## src/rtl/l1_cmd_sequencer.sv

```systemverilog
// l1_cmd_sequencer: buffers trace commands, issues them one at a time to the
// L1 cache over the write/processing handshake, then sweeps the set-read port
// to dump every set once the trace has ended.
module l1_cmd_sequencer #(
  parameter int unsigned ADDR_W     = 60,
  parameter int unsigned SET_W      = 14,
  parameter int unsigned NUM_SETS   = 16000,
  parameter int unsigned FIFO_DEPTH = 8,
  parameter int unsigned TIMEOUT    = 1024
) (
  input  logic              clk,
  input  logic              rst,
  input  logic              in_valid,
  output logic              in_ready,
  input  logic [2:0]        in_command,
  input  logic [ADDR_W-1:0] in_address,
  input  logic              trace_end,
  output logic              cache_write,
  output logic [2:0]        cache_command,
  output logic [ADDR_W-1:0] cache_address,
  input  logic              cache_processing,
  output logic [SET_W-1:0]  cache_set_read,
  output logic              dump_valid,
  output logic [SET_W-1:0]  dump_set,
  output logic [31:0]       issued_cnt,
  output logic [31:0]       dropped_cnt,
  output logic              err,
  output logic              done
);

  localparam int unsigned PTR_W = (FIFO_DEPTH > 1) ? $clog2(FIFO_DEPTH) : 1;
  localparam int unsigned CNT_W = $clog2(FIFO_DEPTH + 1);
  localparam int unsigned TMO_W = $clog2(TIMEOUT + 1);

  localparam logic [2:0]       LAST_CMD = 3'd4;
  localparam logic [SET_W-1:0] LAST_SET = SET_W'(NUM_SETS - 1);
  localparam logic [TMO_W-1:0] TMO_LAST = TMO_W'(TIMEOUT - 1);
  localparam logic [CNT_W-1:0] FULL_CNT = CNT_W'(FIFO_DEPTH);

  typedef struct packed {
    logic [2:0]        command;
    logic [ADDR_W-1:0] address;
  } cmd_t;

  typedef enum logic [2:0] {
    IDLE      = 3'd0,
    ISSUE     = 3'd1,
    WAIT_ACK  = 3'd2,
    WAIT_DONE = 3'd3,
    ERROR     = 3'd4,
    DUMP      = 3'd5,
    DONE      = 3'd6
  } state_t;

  state_t           state;
  cmd_t             fifo_mem [FIFO_DEPTH];
  logic [PTR_W-1:0] wr_ptr;
  logic [PTR_W-1:0] rd_ptr;
  logic [CNT_W-1:0] fifo_cnt;
  logic [TMO_W-1:0] tmo_cnt;

  logic active;
  logic fifo_empty;
  logic fifo_full;
  logic accept;
  logic push;
  logic pop;

  // Loader handshake: accepted only in command-issuing states with room left
  assign active     = (state == IDLE) || (state == ISSUE) ||
                      (state == WAIT_ACK) || (state == WAIT_DONE);
  assign fifo_empty = (fifo_cnt == '0);
  assign fifo_full  = (fifo_cnt == FULL_CNT);
  assign in_ready   = active && !fifo_full;
  assign accept     = in_valid && in_ready;
  assign push       = accept && (in_command <= LAST_CMD);
  assign pop        = (state == ISSUE);

  // Command storage; contents need no reset since occupancy guards every read
  always_ff @(posedge clk) begin
    if (push) begin
      fifo_mem[wr_ptr] <= '{command: in_command, address: in_address};
    end
  end

  // FIFO pointers and occupancy; simultaneous push and pop leave it unchanged
  always_ff @(posedge clk) begin
    if (rst) begin
      wr_ptr   <= '0;
      rd_ptr   <= '0;
      fifo_cnt <= '0;
    end else begin
      if (push) wr_ptr <= wr_ptr + PTR_W'(1);
      if (pop)  rd_ptr <= rd_ptr + PTR_W'(1);
      case ({push, pop})
        2'b10:   fifo_cnt <= fifo_cnt + CNT_W'(1);
        2'b01:   fifo_cnt <= fifo_cnt - CNT_W'(1);
        default: fifo_cnt <= fifo_cnt;
      endcase
    end
  end

  // Sequencer FSM with registered cache-side outputs, counters and dump sweep
  always_ff @(posedge clk) begin
    if (rst) begin
      state          <= IDLE;
      cache_write    <= 1'b0;
      cache_command  <= '0;
      cache_address  <= '0;
      cache_set_read <= '0;
      dump_valid     <= 1'b0;
      dump_set       <= '0;
      issued_cnt     <= '0;
      dropped_cnt    <= '0;
      err            <= 1'b0;
      done           <= 1'b0;
      tmo_cnt        <= '0;
    end else begin
      cache_write <= 1'b0;
      // The cache registers its way outputs one cycle after sampling the index
      dump_valid  <= (state == DUMP);
      if (state == DUMP) dump_set <= cache_set_read;
      if (accept && !push) dropped_cnt <= dropped_cnt + 32'd1;

      case (state)
        IDLE: begin
          if (!fifo_empty && !cache_processing) begin
            state <= ISSUE;
          end else if (fifo_empty && trace_end && !cache_processing) begin
            state          <= DUMP;
            cache_set_read <= '0;
          end
        end
        ISSUE: begin
          cache_write   <= 1'b1;
          cache_command <= fifo_mem[rd_ptr].command;
          cache_address <= fifo_mem[rd_ptr].address;
          tmo_cnt       <= '0;
          state         <= WAIT_ACK;
        end
        WAIT_ACK: begin
          if (tmo_cnt == TMO_LAST) begin
            err   <= 1'b1;
            state <= ERROR;
          end else begin
            tmo_cnt <= tmo_cnt + TMO_W'(1);
            if (cache_processing) state <= WAIT_DONE;
          end
        end
        WAIT_DONE: begin
          // A completion seen on the last allowed cycle still counts as success
          if (!cache_processing) begin
            issued_cnt <= issued_cnt + 32'd1;
            state      <= IDLE;
          end else if (tmo_cnt == TMO_LAST) begin
            err   <= 1'b1;
            state <= ERROR;
          end else begin
            tmo_cnt <= tmo_cnt + TMO_W'(1);
          end
        end
        ERROR: begin
          state <= ERROR;
        end
        DUMP: begin
          if (cache_set_read == LAST_SET) begin
            state <= DONE;
          end else begin
            cache_set_read <= cache_set_read + SET_W'(1);
          end
        end
        DONE: begin
          done <= 1'b1;
        end
        default: begin
          state <= IDLE;
        end
      endcase
    end
  end

endmodule

```

## config.mk

```make
export PLATFORM = sky130hd
export DESIGN_NAME = l1_cmd_sequencer
export DESIGN_NICKNAME = d
export VERILOG_FILES = /design/src/rtl/l1_cmd_sequencer.sv
export SDC_FILE = /design/constraint.sdc
export NUM_CORES = 1
export LEC_CHECK = 0
export CORE_MARGIN = 2
export CORE_UTILIZATION = 28
export CTS_CLUSTER_SIZE = 14
export DETAILED_ROUTE_END_ITERATION = 8
export PLACE_DENSITY_LB_ADDON = 0.15
export SETUP_SLACK_MARGIN = 0.02
export SLEW_MARGIN = 5
export SYNTH_ARGS = -nofsm -noshare
export SYNTH_HDL_FRONTEND = slang
export SYNTH_SLANG_ARGS = --single-unit
```

## constraint.sdc

```tcl
create_clock -name clk -period 21.8 [get_ports clk]
set_input_delay 4.36 -clock clk [delete_from_list [all_inputs] [get_ports clk]]
set_output_delay 4.36 -clock clk [all_outputs]
set_load 0.1 [all_outputs]
```

# Word level (Yosys, flattened, before mapping)
# Memories as Yosys holds them, arrays and structs flattened. A register that Yosys moved wholly into a read port is not among the register bits.
# Index checks and enable logic that the tools add are counted.
[totals]
output_inout_bits = 160
inputBits = 68
latch_bits = 0
wordCells = 91
ramBits = 504
memories = 1
regBits = 120
mem_bits_ro = 0
[classes]
n_mux = 22
multipliers = 0
n_lt_le_gt_ge = 1
n_bitwise = 2
addsub = 8
div = 0
n_reduce_logical = 25
eq_ne = 19
shift = 0
[memory_table]
columns = ["memory", "depth", "width", "read_ports", "rd_clocked_by_memory_dff", "write_ports", "line_no", "rtl"]
rows = [
  ["fifo_mem", 8, 63, 1, 1, 1, "56", "cmd_t fifo_mem [FIFO_DEPTH];"],
]
[op_table]
columns = ["operator", "count"]
rows = [
  ["$add A32 B1 Y32 const B", 2],
  ["$mux W14", 3],
  ["$pmux W11 S3", 1],
  ["$pmux W14 S2", 1],
  ["$mux W11", 2],
  ["$mux W3", 7],
  ["$pmux W3 S7", 1],
  ["$add A14 B1 Y14 const B", 1],
  ["$eq A14 B14 Y1 const B", 1],
  ["$add A11 B1 Y11 const B", 1],
  ["$eq A11 B10 Y1 const B", 1],
  ["$eq A3 B3 Y1 const B", 3],
  ["$pmux W4 S2", 1],
  ["$logic_and A1 B1 Y1", 7],
  ["$add A3 B1 Y3 const B", 2],
  ["$eq A3 B2 Y1 const B", 2],
  ["$ne A2 B2 Y1 const B", 3],
  ["$ne A3 B2 Y1 const B", 2],
  ["$reduce_and A2 Y1", 3],
  ["$reduce_bool A2 Y1", 3],
  ["$mux W1", 5],
  ["$reduce_and A5 Y1", 1],
  ["$add A4 B1 Y4 const B", 1],
  ["$eq A4 B4 Y1 const B", 1],
  ["15 further kinds", 22],
]

# Logic depth before layout (Yosys ltp)
# Gate-level depths: netlist (run 1).
[depth]
ltp_word = 9
mapped_depth = 12
mapped_depth_nobuf = 10

# Least setup slack after synthesis (run 1)
# No wires, ideal clock.
[synth_path]
path_kind = "input to register"
start = "input port in_command[1]"
end = "memory fifo_mem[1][0] in the netlist's numbering (enable)"
arrival_ns = 11.595
slack_ns = 9.543
setup_ns = 0.662
stages = 4
n_path_buf = 0
required_time_ns = 21.138
cell_sequence = "o21ai_1 -> nor3b_2 -> inv_2 -> nor4b_1"
[synth_via]
elab_chain_len = 4
[synth_rtl]
columns = ["item", "line_no", "rtl"]
rows = [
  ["start: declaration", "15", "input logic [2:0] in_command,"],
  ["$le A3 B3 Y1", "76", "assign push = accept && (in_command <= LAST_CMD);"],
  ["$logic_and A1 B1 Y1", "76", ""],
  ["$mux W1", "81", "if (push) begin"],
  ["$mux W1 (implied by the code)", "82", "fifo_mem[wr_ptr] <= '{command: in_command, address: in_address};"],
  ["end: declaration", "56", ""],
]
# No other way between the ends.

# Final worst setup path (run 1)
[layout_path]
start = "input port in_command[1]"
end = "memory fifo_mem[6][41] in the netlist's numbering (enable)"
# Same word-level chain as after synthesis.

==> results of run 1 <==
## worst max path at each step
stage                                  to  slack, ns  cells after the start
after CTS                 fifo_mem[6][41]      14.41                      7
after detailed placement  fifo_mem[6][30]      13.74                      7
after floorplan            fifo_mem[1][0]       9.54                      4
final                     fifo_mem[6][41]      14.48                      7
after global routing      fifo_mem[6][41]      14.24                      7
after global placement    fifo_mem[6][30]      13.78                      7
## cell families after synthesis
logic type	synth area share, %
simple gates	7.34
fa+ha+maj	0.425
xor+xnor	2.25
mux	13.2
compound gates	4.04
flops	71.0
buf+inv	1.79
## state kept, by name (all words and copies together) (netlist names)
| name | flops |
|---|---|
| cache_address | 60 |
| cache_command | 3 |
| cache_set_read | 14 |
| cache_write | 1 |
| done | 1 |
| dropped_cnt | 32 |
| dump_set | 14 |
| dump_valid | 1 |
| err | 1 |
| fifo_cnt | 4 |
| fifo_mem | 504 |
| issued_cnt | 32 |
| rd_ptr | 3 |
| state | 3 |
| tmo_cnt | 11 |
| wr_ptr | 3 |
## routing by layer
layer	share of wire (%)	global-route usage [%]	up-vias	wire (um)
met1	44	16.8	7417	27900
li1	-	-	6794	-
met5	0.18	0	-	112
met3	5.1	3.46	116	3250
met2	48	21.6	298	30600
met4	2.2	3.50	20	1420
## metrics by stage
stage	cell area, um2	util, %	setup slack (ns)
floorplan	26500	-	9.54
global placement	30200	32.3	13.78
detailed placement	30200	32.3	13.74
CTS	32900	35.2	14.41
global route	32900	35.2	14.24
finish	32900	35.2	14.48
## critical path, cell delays in order
cell and delay (ns):
sky130_fd_sc_hd__clkdlybuf4s50_1 0.56, sky130_fd_sc_hd__o21ai_1 0.54, sky130_fd_sc_hd__nor3b_2 0.50, sky130_fd_sc_hd__nand2_1 0.27, sky130_fd_sc_hd__nor3b_2 0.22, sky130_fd_sc_hd__buf_4 0.42
sky130_fd_sc_hd__buf_4 0.64
## layout by cell type, fill, tap and decap left out, types with 9 or more instances in the layout
master | netlist | layout
sky130_fd_sc_hd__a21oi_1 | 49 | 49
sky130_fd_sc_hd__mux4_2 | 126 | 126
sky130_fd_sc_hd__xor2_1 | 44 | 44
sky130_fd_sc_hd__a211oi_1 | 68 | 68
sky130_fd_sc_hd__or3_1 | 15 | 15
sky130_fd_sc_hd__inv_1 | 15 | 15
sky130_fd_sc_hd__mux2i_1 | 66 | 66
sky130_fd_sc_hd__nor2_1 | 166 | 165
sky130_fd_sc_hd__o21ai_1 | 9 | 9
sky130_fd_sc_hd__ha_1 | 9 | 9
sky130_fd_sc_hd__dfxtp_1 | 183 | 180
sky130_fd_sc_hd__nand4_1 | 34 | 34
sky130_fd_sc_hd__xnor2_1 | 24 | 24
sky130_fd_sc_hd__buf_4 | 5 | 31
sky130_fd_sc_hd__edfxtp_1 | 504 | 504
sky130_fd_sc_hd__and3_1 | 9 | 9
sky130_fd_sc_hd__nand2_1 | 68 | 68
sky130_fd_sc_hd__clkinv_2 | 0 | 9
sky130_fd_sc_hd__clkbuf_1 | 55 | 18
sky130_fd_sc_hd__clkinv_1 | 0 | 13
sky130_fd_sc_hd__clkbuf_16 | 0 | 82
sky130_fd_sc_hd__clkbuf_8 | 0 | 10
sky130_fd_sc_hd__nand3_1 | 28 | 28
sky130_fd_sc_hd__clkdlybuf4s50_1 | 0 | 226
sky130_fd_sc_hd__o21ai_0 | 16 | 16
## area by class of cell
| type | instances | area, um2 |
|---|---|---|
| fill | 9002 | 60700 |
| sequential | 687 | 18800 |
| multi-input combinational | 818 | 7270 |
| timing repair buffer | 258 | 2510 |
| clock buffer | 110 | 2260 |
| tap | 1254 | 1570 |
| clock inverter | 38 | 465 |
| inverter | 18 | 71.3 |
## power groups by stage
stage          combinational (mW)  sequential, mW  clock, mW
5_1_grt                     0.931            1.55       1.47
3_5_place_dp                0.891            1.57          0
3_3_place_gp                0.888            1.56          0
4_1_cts                     0.893            1.54       1.42
2_1_floorplan               0.373            1.85          0
6_report                    0.870            1.54       1.37
==> summary.log, run 1 <==
[setup_path] data arrival time of the worst path 7.57 ns
[setup_path] logic depth of the worst register-to-register path 5
[logic_synthesis] Post-synth ARST share 0%
[logic_synthesis] Mapped Avg Cell Area 16.4 um2
[placement] count of placed standard cells including taps 3035
[route] number of detailed-routing iterations run before antenna repair 5
[logic_synthesis] Post-Synthesis Net Count 1694
[cts] Max Root-Sink Buffers 3
[global_route] initial antenna violation count 11
[logic_synthesis] top post-synthesis cells by area sky130_fd_sc_hd__edfxtp_1, sky130_fd_sc_hd__dfxtp_1, sky130_fd_sc_hd__mux4_2, sky130_fd_sc_hd__mux2i_1, sky130_fd_sc_hd__nor2_1
[placement] Buffers on Ports 227
[logic_synthesis] post-synthesis sequential area ratio 71.0%
[global_route] first-pass GRT wire length 96400 um
[setup_path] endpoint type of the worst setup path flip-flop
[setup_path] critical path startpoint category input port
[final_layout] count of antenna diodes in the layout 0
[cts] clock transition at the register clock pins on the worst setup and hold paths after CTS 0.05 ns
[timing] unrepaired setup endpoints after global routing false
[floorplan] top-level port count 228
[power] Internal Dissipation 2.59 mW
[power] leakage power 10.2 nW
[timing] Final Hold Vio Count 0
[logic_synthesis] predominant post-synthesis flop cell sky130_fd_sc_hd__edfxtp_1
[min_path] number of instances on the worst hold path 2
[floorplan] Site Rows 112
[power] share of total power in the clock network 36.2%
[final_layout] final net count 1940
[logic_synthesis] share of Yosys cell area claimed by the top area cell type 57.1%
[logic_synthesis] number of synthesized flops with an enable pin 504
[cts] H-Tree Depth 3
[timing] Final Cycle Share 33.6%
[min_path] endpoint with the worst hold slack dump_set[11]
[route] drt drc 0
[logic_synthesis] leading cell types by count after synthesis sky130_fd_sc_hd__edfxtp_1, sky130_fd_sc_hd__dfxtp_1, sky130_fd_sc_hd__nor2_1
[setup_path] Critical Setup Path Class in -> reg
[cts] cts-stage hold buffer count 0
[power] switching power total 1.18 mW
[route] per-cell via count in the routed design 4.60
[setup_path] internal reg-to-reg setup slack 18.55 ns
[final_layout] fraction of final layout cells with drive strength greater than 1 15.9%
[route] number of vias after detailed routing 14600
[setup_path] startpoint of the worst-slack reg-to-reg timing path rd_ptr[0]
[cts] clock insertion delay at the later pin of the skew report 0.64 ns
[power] Seq pwr share 40.7%
[setup_path] capturing point of the worst reg2reg path cache_address[44]
[logic_synthesis] most instantiated library cell after synthesis sky130_fd_sc_hd__edfxtp_1
[min_path] launch instance of the worst min-delay path dump_set[11]
[timing] sum of negative setup slack 0 ns
[cts] number of clock sinks 687
[run] count of maximum capacitance violations 0
[floorplan] Die H 312 um
[logic_synthesis] cells after synthesis 1617
[timing] number of endpoints failing setup at the final stage 0
[timing] headroom to the max-slew limit 21.1%
[global_route] number of global-route vias before repair 15100
[cts] CTS Root Cell sky130_fd_sc_hd__clkbuf_16
[logic_synthesis] Netlist cell types 63
[route] final routed wire length divided by cell count 19.9 um
[min_path] class of the most critical hold timing path reg -> reg
[floorplan] Die Width 312 um
[setup_path] CP max FO 39
[placement] final weighted congestion in routability-driven placement 0.736
[cts] total clock buffers created by CTS 80
[logic_synthesis] flops & latches, synth 687
[power] power density normalized to cell area 115 mW/mm2
[logic_synthesis] cell type with the highest aggregate area in the netlist sky130_fd_sc_hd__edfxtp_1
[cts] Setup Fix Bufs, Post-CTS 0
[power] sum of internal, switching and leakage power 3.77 mW
[timing] pins over their slew limit 0
[timing] worst hold margin 0.454 ns
[timing] worst clock skew 0.0403 ns
[power] fraction of power spent switching nets 31.3%
[power] worst vdd rail ir drop 0.0772 mV
[power] part of the total power dissipated in combinational logic 23.0%
[cts] TritonCTS clock tree yes
[global_route] total congestion overflow 0
[global_route] overall fraction of global-route tracks in use 13.0%
[cts] Resized cells post-CTS 0
[route] Total Wirelength 63300 um
[logic_synthesis] post-synth design cell area 0.0265 mm2
[setup_path] Req. time, crit path 22.05 ns
[global_route] pin count of the biggest net entering global routing 105
[route] number of violations reported at the end of detailed-routing iteration 0 923
[logic_synthesis] number of warnings printed during yosys synthesis 0
[setup_path] launching element of the worst setup path in_command[1]
[outcome] run status finished clean
[placement] post-detail-place hpwl 37600 um
[route] ANT nets after route 0
[timing] actual slew at the worst max-slew pin 1.17 ns
[final_layout] area delta synth->final 24.3%
[floorplan] Core Footprint 0.0936 mm2
[timing] fmax 137 MHz
[floorplan] effective utilization at floorplan 28.3%
[final_layout] count of non-filler cells in the finished layout 3183
[floorplan] total die area 0.0971 mm2
[timing] final period demand of the worst path 7.32 ns
(Power assumes the default switching activity.)
==> run 2: changes to the inputs <==
==> constraint.sdc (replaced) <==
create_clock -name clk -period 6.5 [get_ports clk]
set_input_delay 1.3 -clock clk [delete_from_list [all_inputs] [get_ports clk]]
set_output_delay 1.3 -clock clk [all_outputs]
set_load 0.1 [all_outputs]
==> summary.log, run 2 (synthesized netlist as in run 1, its figures left out) <==
[outcome] run status finished clean
[route] number of detailed-routing iterations run before antenna repair 5
[min_path] number of instances on the worst hold path 2
[setup_path] Req. time, crit path 6.79 ns
[route] number of violations reported at the end of detailed-routing iteration 0 934
[cts] clock transition at the register clock pins on the worst setup and hold paths after CTS 0.05 ns
[final_layout] commonest cells after routing, fill and taps aside sky130_fd_sc_hd__edfxtp_1, sky130_fd_sc_hd__clkdlybuf4s50_1, sky130_fd_sc_hd__dfxtp_1
[cts] clock insertion delay at the later pin of the skew report 0.64 ns
[route] Total Wirelength 63400 um
[global_route] overall fraction of global-route tracks in use 13.1%
[floorplan] top-level port count 228
[cts] number of clock sinks 687
[power] worst vdd rail ir drop 0.216 mV
[final_layout] area delta synth->final 23.8%
[power] leakage power 10.1 nW
[timing] number of endpoints failing setup at the final stage 0
[timing] fmax 238 MHz
[cts] total clock buffers created by CTS 81
[setup_path] capturing point of the worst reg2reg path fifo_cnt[2]
[setup_path] count of buffer and inverter cells on the critical path 2
[final_layout] most flop-heavy register fifo_mem
[route] number of vias after detailed routing 14600
[floorplan] effective utilization at floorplan 28.3%
[placement] final weighted congestion in routability-driven placement 0.737
[floorplan] Core Footprint 0.0936 mm2
[setup_path] Critical Setup Path Class in -> reg
[min_path] class of the most critical hold timing path reg -> reg
[floorplan] Die Width 312 um
[global_route] total congestion overflow 0
[setup_path] slowest cell delay on critical path 0.67 ns
[global_route] number of global-route vias before repair 15100
[final_layout] count of non-filler cells in the finished layout 3176
[timing] Final Cycle Share 64.5%
[global_route] first-pass GRT wire length 97300 um
[setup_path] internal reg-to-reg setup slack 3.34 ns
[route] ANT nets after route 0
[final_layout] most frequent standard cell in the layout excluding fill and tap cells sky130_fd_sc_hd__edfxtp_1
[cts] TritonCTS clock tree yes
[timing] pins over their slew limit 0
[floorplan] Site Rows 112
[setup_path] Cell Chain, Critical Path clkdlybuf4s50_1 > o21ai_1 > nor3b_2 > nand2_1 > nor2_4 > buf_12
[run] count of maximum capacitance violations 0
[setup_path] CP max FO 46
[timing] final period demand of the worst path 4.20 ns
[placement] count of placed standard cells including taps 3027
[final_layout] registers with the highest flip-flop counts fifo_mem (504), cache_address (60)
[route] final routed wire length divided by cell count 20.0 um
[setup_path] startpoint of the worst-slack reg-to-reg timing path state[0]
[timing] unrepaired setup endpoints after global routing false
[final_layout] fraction of final layout cells with drive strength greater than 1 15.3%
[floorplan] Die H 312 um
[setup_path] Crit. path cell count 6
[min_path] endpoint with the worst hold slack dump_set[13]
[setup_path] CP max stage cell sky130_fd_sc_hd__o21ai_1
[setup_path] endpoint type of the worst setup path flip-flop
[cts] Max Root-Sink Buffers 3
[cts] H-Tree Depth 3
[cts] cts-stage hold buffer count 0
[setup_path] logic depth of the worst register-to-register path 10
[final_layout] final core area utilization 35.0%
[floorplan] total die area 0.0971 mm2
[final_layout] max FFs per register 504
[cts] Resized cells post-CTS 0
[setup_path] data arrival time of the worst path 4.48 ns
[timing] actual slew at the worst max-slew pin 1.15 ns
[final_layout] final net count 1933
[timing] Final Hold Vio Count 0
[route] per-cell via count in the routed design 4.61
[power] power density normalized to cell area 379 mW/mm2
[timing] headroom to the max-slew limit 23.4%
[setup_path] critical path startpoint category input port
[timing] worst hold margin 0.454 ns
[global_route] pin count of the biggest net entering global routing 104
[min_path] launch instance of the worst min-delay path dump_set[13]
[global_route] initial antenna violation count 5
[timing] worst clock skew 0.0296 ns
[final_layout] Layout fillers 9028
[cts] CTS Root Cell sky130_fd_sc_hd__clkbuf_16
[cts] Setup Fix Bufs, Post-CTS 0
[route] drt drc 0
[placement] Buffers on Ports 227
[setup_path] Worst path top cell family by delay simple AND/OR/NAND/NOR gates
[placement] post-detail-place hpwl 37500 um
## run 2: layer usage
| metal | GRT usage [%] | vias to the layer above | share of wire, % |
|---|---|---|---|
| met2 | 21.0 | 296 | 47 |
| li1 | - | 6794 | - |
| met4 | 4.05 | 6 | 2.0 |
| met3 | 3.22 | 97 | 5.3 |
| met1 | 17.5 | 7438 | 45 |
| met5 | 0 | - | 0.058 |
## run 2: metrics by stage
| stage | area, um2 | power (mW) | setup slack, ns | TNS, ns |
|---|---|---|---|---|
| 6_report | 32800 | 12.4 | 2.30 | 0 |
| 5_1_grt | 32800 | 13.0 | 2.23 | 0 |
| 4_1_cts | 32800 | 12.7 | 2.33 | 0 |
| 3_5_place_dp | 30200 | 8.24 | 1.67 | 0 |
| 3_3_place_gp | 30200 | 8.23 | 1.80 | 0 |
| 2_1_floorplan | 26500 | 7.46 | -0.809 | -149.67 |
## run 2: worst max path at each step
stage | start | to | slack [ns]
floorplan | in_command[1] | fifo_mem[6][0] | -0.81
global placement | in_command[1] | fifo_mem[7][33] | 1.80
detailed placement | in_command[1] | fifo_mem[7][39] | 1.67
CTS | fifo_cnt[1] | in_ready | 2.33
global route | fifo_cnt[1] | in_ready | 2.23
finish | in_command[1] | fifo_mem[7][32] | 2.30
## run 2: area by class of cell
cell class,count,area [um2],share of cell area [%]
clock buffers,110,2190,6.67
clock inverters,37,370,1.13
diodes,2,5.00,0.0153
well taps,1254,1570,4.79
repair buffers,250,2480,7.57
multi-input cells,818,7290,22.2
inverters,18,73.8,0.225
flip-flops and latches,687,18800,57.4
## run 2: worst reg2reg max path, stage by stage (launching register included)
cell,delay (ns)
sky130_fd_sc_hd__dfxtp_1,0.60
sky130_fd_sc_hd__inv_1,0.20
sky130_fd_sc_hd__or3_1,0.55
sky130_fd_sc_hd__inv_6,0.34
sky130_fd_sc_hd__ha_1,0.36
sky130_fd_sc_hd__xor2_1,0.19
sky130_fd_sc_hd__ha_1,0.17
sky130_fd_sc_hd__a21oi_1,0.05
sky130_fd_sc_hd__xor2_1,0.17
sky130_fd_sc_hd__or3_1,0.31
sky130_fd_sc_hd__a21oi_1,0.13
## run 2: power by group
part           internal [mW]  leakage (nW)  switching [mW]
registers               4.99          6.04           0.218
logic                  0.942          2.78            1.93
clock network           2.54          1.25            1.81
total                   8.47          10.1            3.95
==> run 3: changes to the inputs <==
==> constraint.sdc (replaced) <==
create_clock -name clk -period 3.7 [get_ports clk]
set_input_delay 0.74 -clock clk [delete_from_list [all_inputs] [get_ports clk]]
set_output_delay 0.74 -clock clk [all_outputs]
set_load 0.1 [all_outputs]
==> summary.log, run 3 (synthesized netlist as in run 1, its figures left out) <==
[final_layout] most flop-heavy register fifo_mem
[final_layout] registers with the highest flip-flop counts fifo_mem (504), cache_address (60)
[placement] worst slack, placed 0.255 ns
[power] part of the total power dissipated in combinational logic 23.3%
[floorplan] Die Width 312 um
[cts] cts-stage hold buffer count 0
[setup_path] capturing point of the worst reg2reg path fifo_cnt[2]
[route] drt drc 0
[power] Seq pwr share 41.3%
[final_layout] commonest cells after routing, fill and taps aside sky130_fd_sc_hd__edfxtp_1, sky130_fd_sc_hd__clkdlybuf4s50_1, sky130_fd_sc_hd__dfxtp_1
[cts] CTS Root Cell sky130_fd_sc_hd__clkbuf_16
[placement] Buffers on Ports 227
[setup_path] data arrival time of the worst path 2.35 ns
[global_route] initial antenna violation count 4
[route] number of vias after detailed routing 14900
[route] ANT nets after route 0
[timing] final period demand of the worst path 3.09 ns
[cts] Max Root-Sink Buffers 3
[floorplan] Core Footprint 0.0936 mm2
[setup_path] Cell Chain, Critical Path clkdlybuf4s50_1
[global_route] overall fraction of global-route tracks in use 13.3%
[global_route] pin count of the biggest net entering global routing 84
[floorplan] Die H 312 um
[cts] Setup Fix Bufs, Post-CTS 0
[final_layout] fraction of final layout cells with drive strength greater than 1 17.7%
[global_route] total congestion overflow 0
[final_layout] most frequent standard cell in the layout excluding fill and tap cells sky130_fd_sc_hd__edfxtp_1
[floorplan] top-level port count 228
[min_path] endpoint with the worst hold slack dump_set[8]
[cts] total clock buffers created by CTS 79
[power] switching power total 7.02 mW
[timing] fmax 324 MHz
[timing] headroom to the max-slew limit 30.0%
[timing] min setup slack post-route 0.614 ns
[timing] worst clock skew 0.0295 ns
[final_layout] final core area utilization 35.4%
[cts] Resized cells post-CTS 0
[timing] Final Cycle Share 83.4%
[power] worst vdd rail ir drop 0.441 mV
[power] power density normalized to cell area 667 mW/mm2
[min_path] number of instances on the worst hold path 2
[setup_path] Req. time, crit path 2.96 ns
[placement] final weighted congestion in routability-driven placement 0.732
[power] sum of internal, switching and leakage power 22.1 mW
[final_layout] Layout fillers 8920
[timing] worst hold margin 0.452 ns
[floorplan] effective utilization at floorplan 28.3%
[final_layout] max FFs per register 504
[setup_path] count of buffer and inverter cells on the critical path 1
[setup_path] startpoint of the worst-slack reg-to-reg timing path state[0]
[route] number of detailed-routing iterations run before antenna repair 4
[power] Internal Dissipation 15.1 mW
[setup_path] slowest cell delay on critical path 1.21 ns
[final_layout] area delta synth->final 25.2%
[setup_path] Worst path top cell family by delay buffers and inverters
[setup_path] logic depth of the worst register-to-register path 10
[setup_path] endpoint type of the worst setup path output port
[setup_path] CP max stage cell sky130_fd_sc_hd__clkdlybuf4s50_1
[placement] count of placed standard cells including taps 3051
[power] leakage power 10.3 nW
[run] count of maximum capacitance violations 0
[power] fraction of power spent switching nets 31.7%
[setup_path] critical path startpoint category flip-flop
[cts] H-Tree Depth 3
[cts] TritonCTS clock tree yes
[timing] number of endpoints failing setup at the final stage 0
[route] Total Wirelength 65000 um
[global_route] first-pass GRT wire length 98700 um
[setup_path] CP max FO 9
[placement] post-detail-place hpwl 39700 um
[cts] number of clock sinks 687
[power] share of total power in the clock network 35.4%
[floorplan] total die area 0.0971 mm2
[outcome] run status finished clean
[route] number of violations reported at the end of detailed-routing iteration 0 955
[cts] clock insertion delay at the later pin of the skew report 0.64 ns
[final_layout] count of non-filler cells in the finished layout 3200
[min_path] launch instance of the worst min-delay path dump_set[8]
[global_route] number of global-route vias before repair 15300
[floorplan] Site Rows 112
[timing] Final Hold Vio Count 0
[route] per-cell via count in the routed design 4.65
[setup_path] Critical Setup Path Class reg -> out
[route] final routed wire length divided by cell count 20.3 um
[timing] pins over their slew limit 0
[timing] unrepaired setup endpoints after global routing false
[timing] actual slew at the worst max-slew pin 1.05 ns
[final_layout] final net count 1955
[setup_path] internal reg-to-reg setup slack 0.87 ns
[min_path] class of the most critical hold timing path reg -> reg
[cts] clock transition at the register clock pins on the worst setup and hold paths after CTS 0.06 ns
==> run 3: cell count changes in the layout (fill, tap and decap cells not counted), moves of 3 or more <==
| cell | delta |
|---|---|
| sky130_fd_sc_hd__nor3b_2 | -3 |
| sky130_fd_sc_hd__nor3b_4 | +3 |
| sky130_fd_sc_hd__buf_12 | +12 |
| sky130_fd_sc_hd__buf_4 | +33 |
| sky130_fd_sc_hd__clkdlybuf4s50_1 | -21 |
| sky130_fd_sc_hd__bufinv_16 | +3 |
| sky130_fd_sc_hd__clkbuf_1 | -4 |
| sky130_fd_sc_hd__clkinv_8 | -3 |
==> run 3: worst max-delay path by stage <==
| stage | startpoint | to | slack [ns] | depth (start not counted) |
|---|---|---|---|---|
| finish | cache_set_read[7] | cache_set_read[7] | 0.61 | 1 |
| global route | cache_set_read[7] | cache_set_read[7] | 0.54 | 1 |
| CTS | cache_set_read[7] | cache_set_read[7] | 0.57 | 1 |
| detailed placement | in_command[2] | fifo_cnt[2] | 0.25 | 11 |
| global placement | in_command[2] | fifo_cnt[2] | 0.31 | 11 |
| floorplan | in_command[1] | fifo_mem[3][0] | -0.60 | 4 |
==> run 3: through the flow <==
stage,cell area [um2],TNS (ns)
2_1_floorplan,26600,-57.54
3_3_place_gp,30600,0
3_5_place_dp,30600,0
4_1_cts,33200,0
5_1_grt,33200,0
6_report,33200,0
==> run 3: area by class of cell <==
class	instances	area, um2	area share (%)
clock buffer	106	2170	6.54
antenna	1	2.50	0.00754
inverter	18	73.8	0.223
clock inverter	42	438	1.32
sequential	687	18800	56.7
timing repair buffer	274	2760	8.32
tap	1254	1570	4.73
multi-input combinational	818	7350	22.1
==> run 3: layer usage <==
| layer | vias up | GRT usage [%] | part of all wire [%] |
|---|---|---|---|
| met5 | - | 0 | 0.071 |
| met4 | 6 | 4.01 | 2.1 |
| met3 | 108 | 3.08 | 5.2 |
| met2 | 320 | 21.4 | 47 |
| met1 | 7634 | 17.9 | 46 |
| li1 | 6827 | - | - |
==> run 3: power by group through the flow <==
stage	Clock [mW]	Combinational [mW]	Sequential, mW
6_report	7.83	5.16	9.15
4_1_cts	8.12	5.29	9.17
5_1_grt	8.42	5.50	9.22
3_5_place_dp	0	5.27	9.33
3_3_place_gp	0	5.26	9.31
2_1_floorplan	0	2.22	10.9
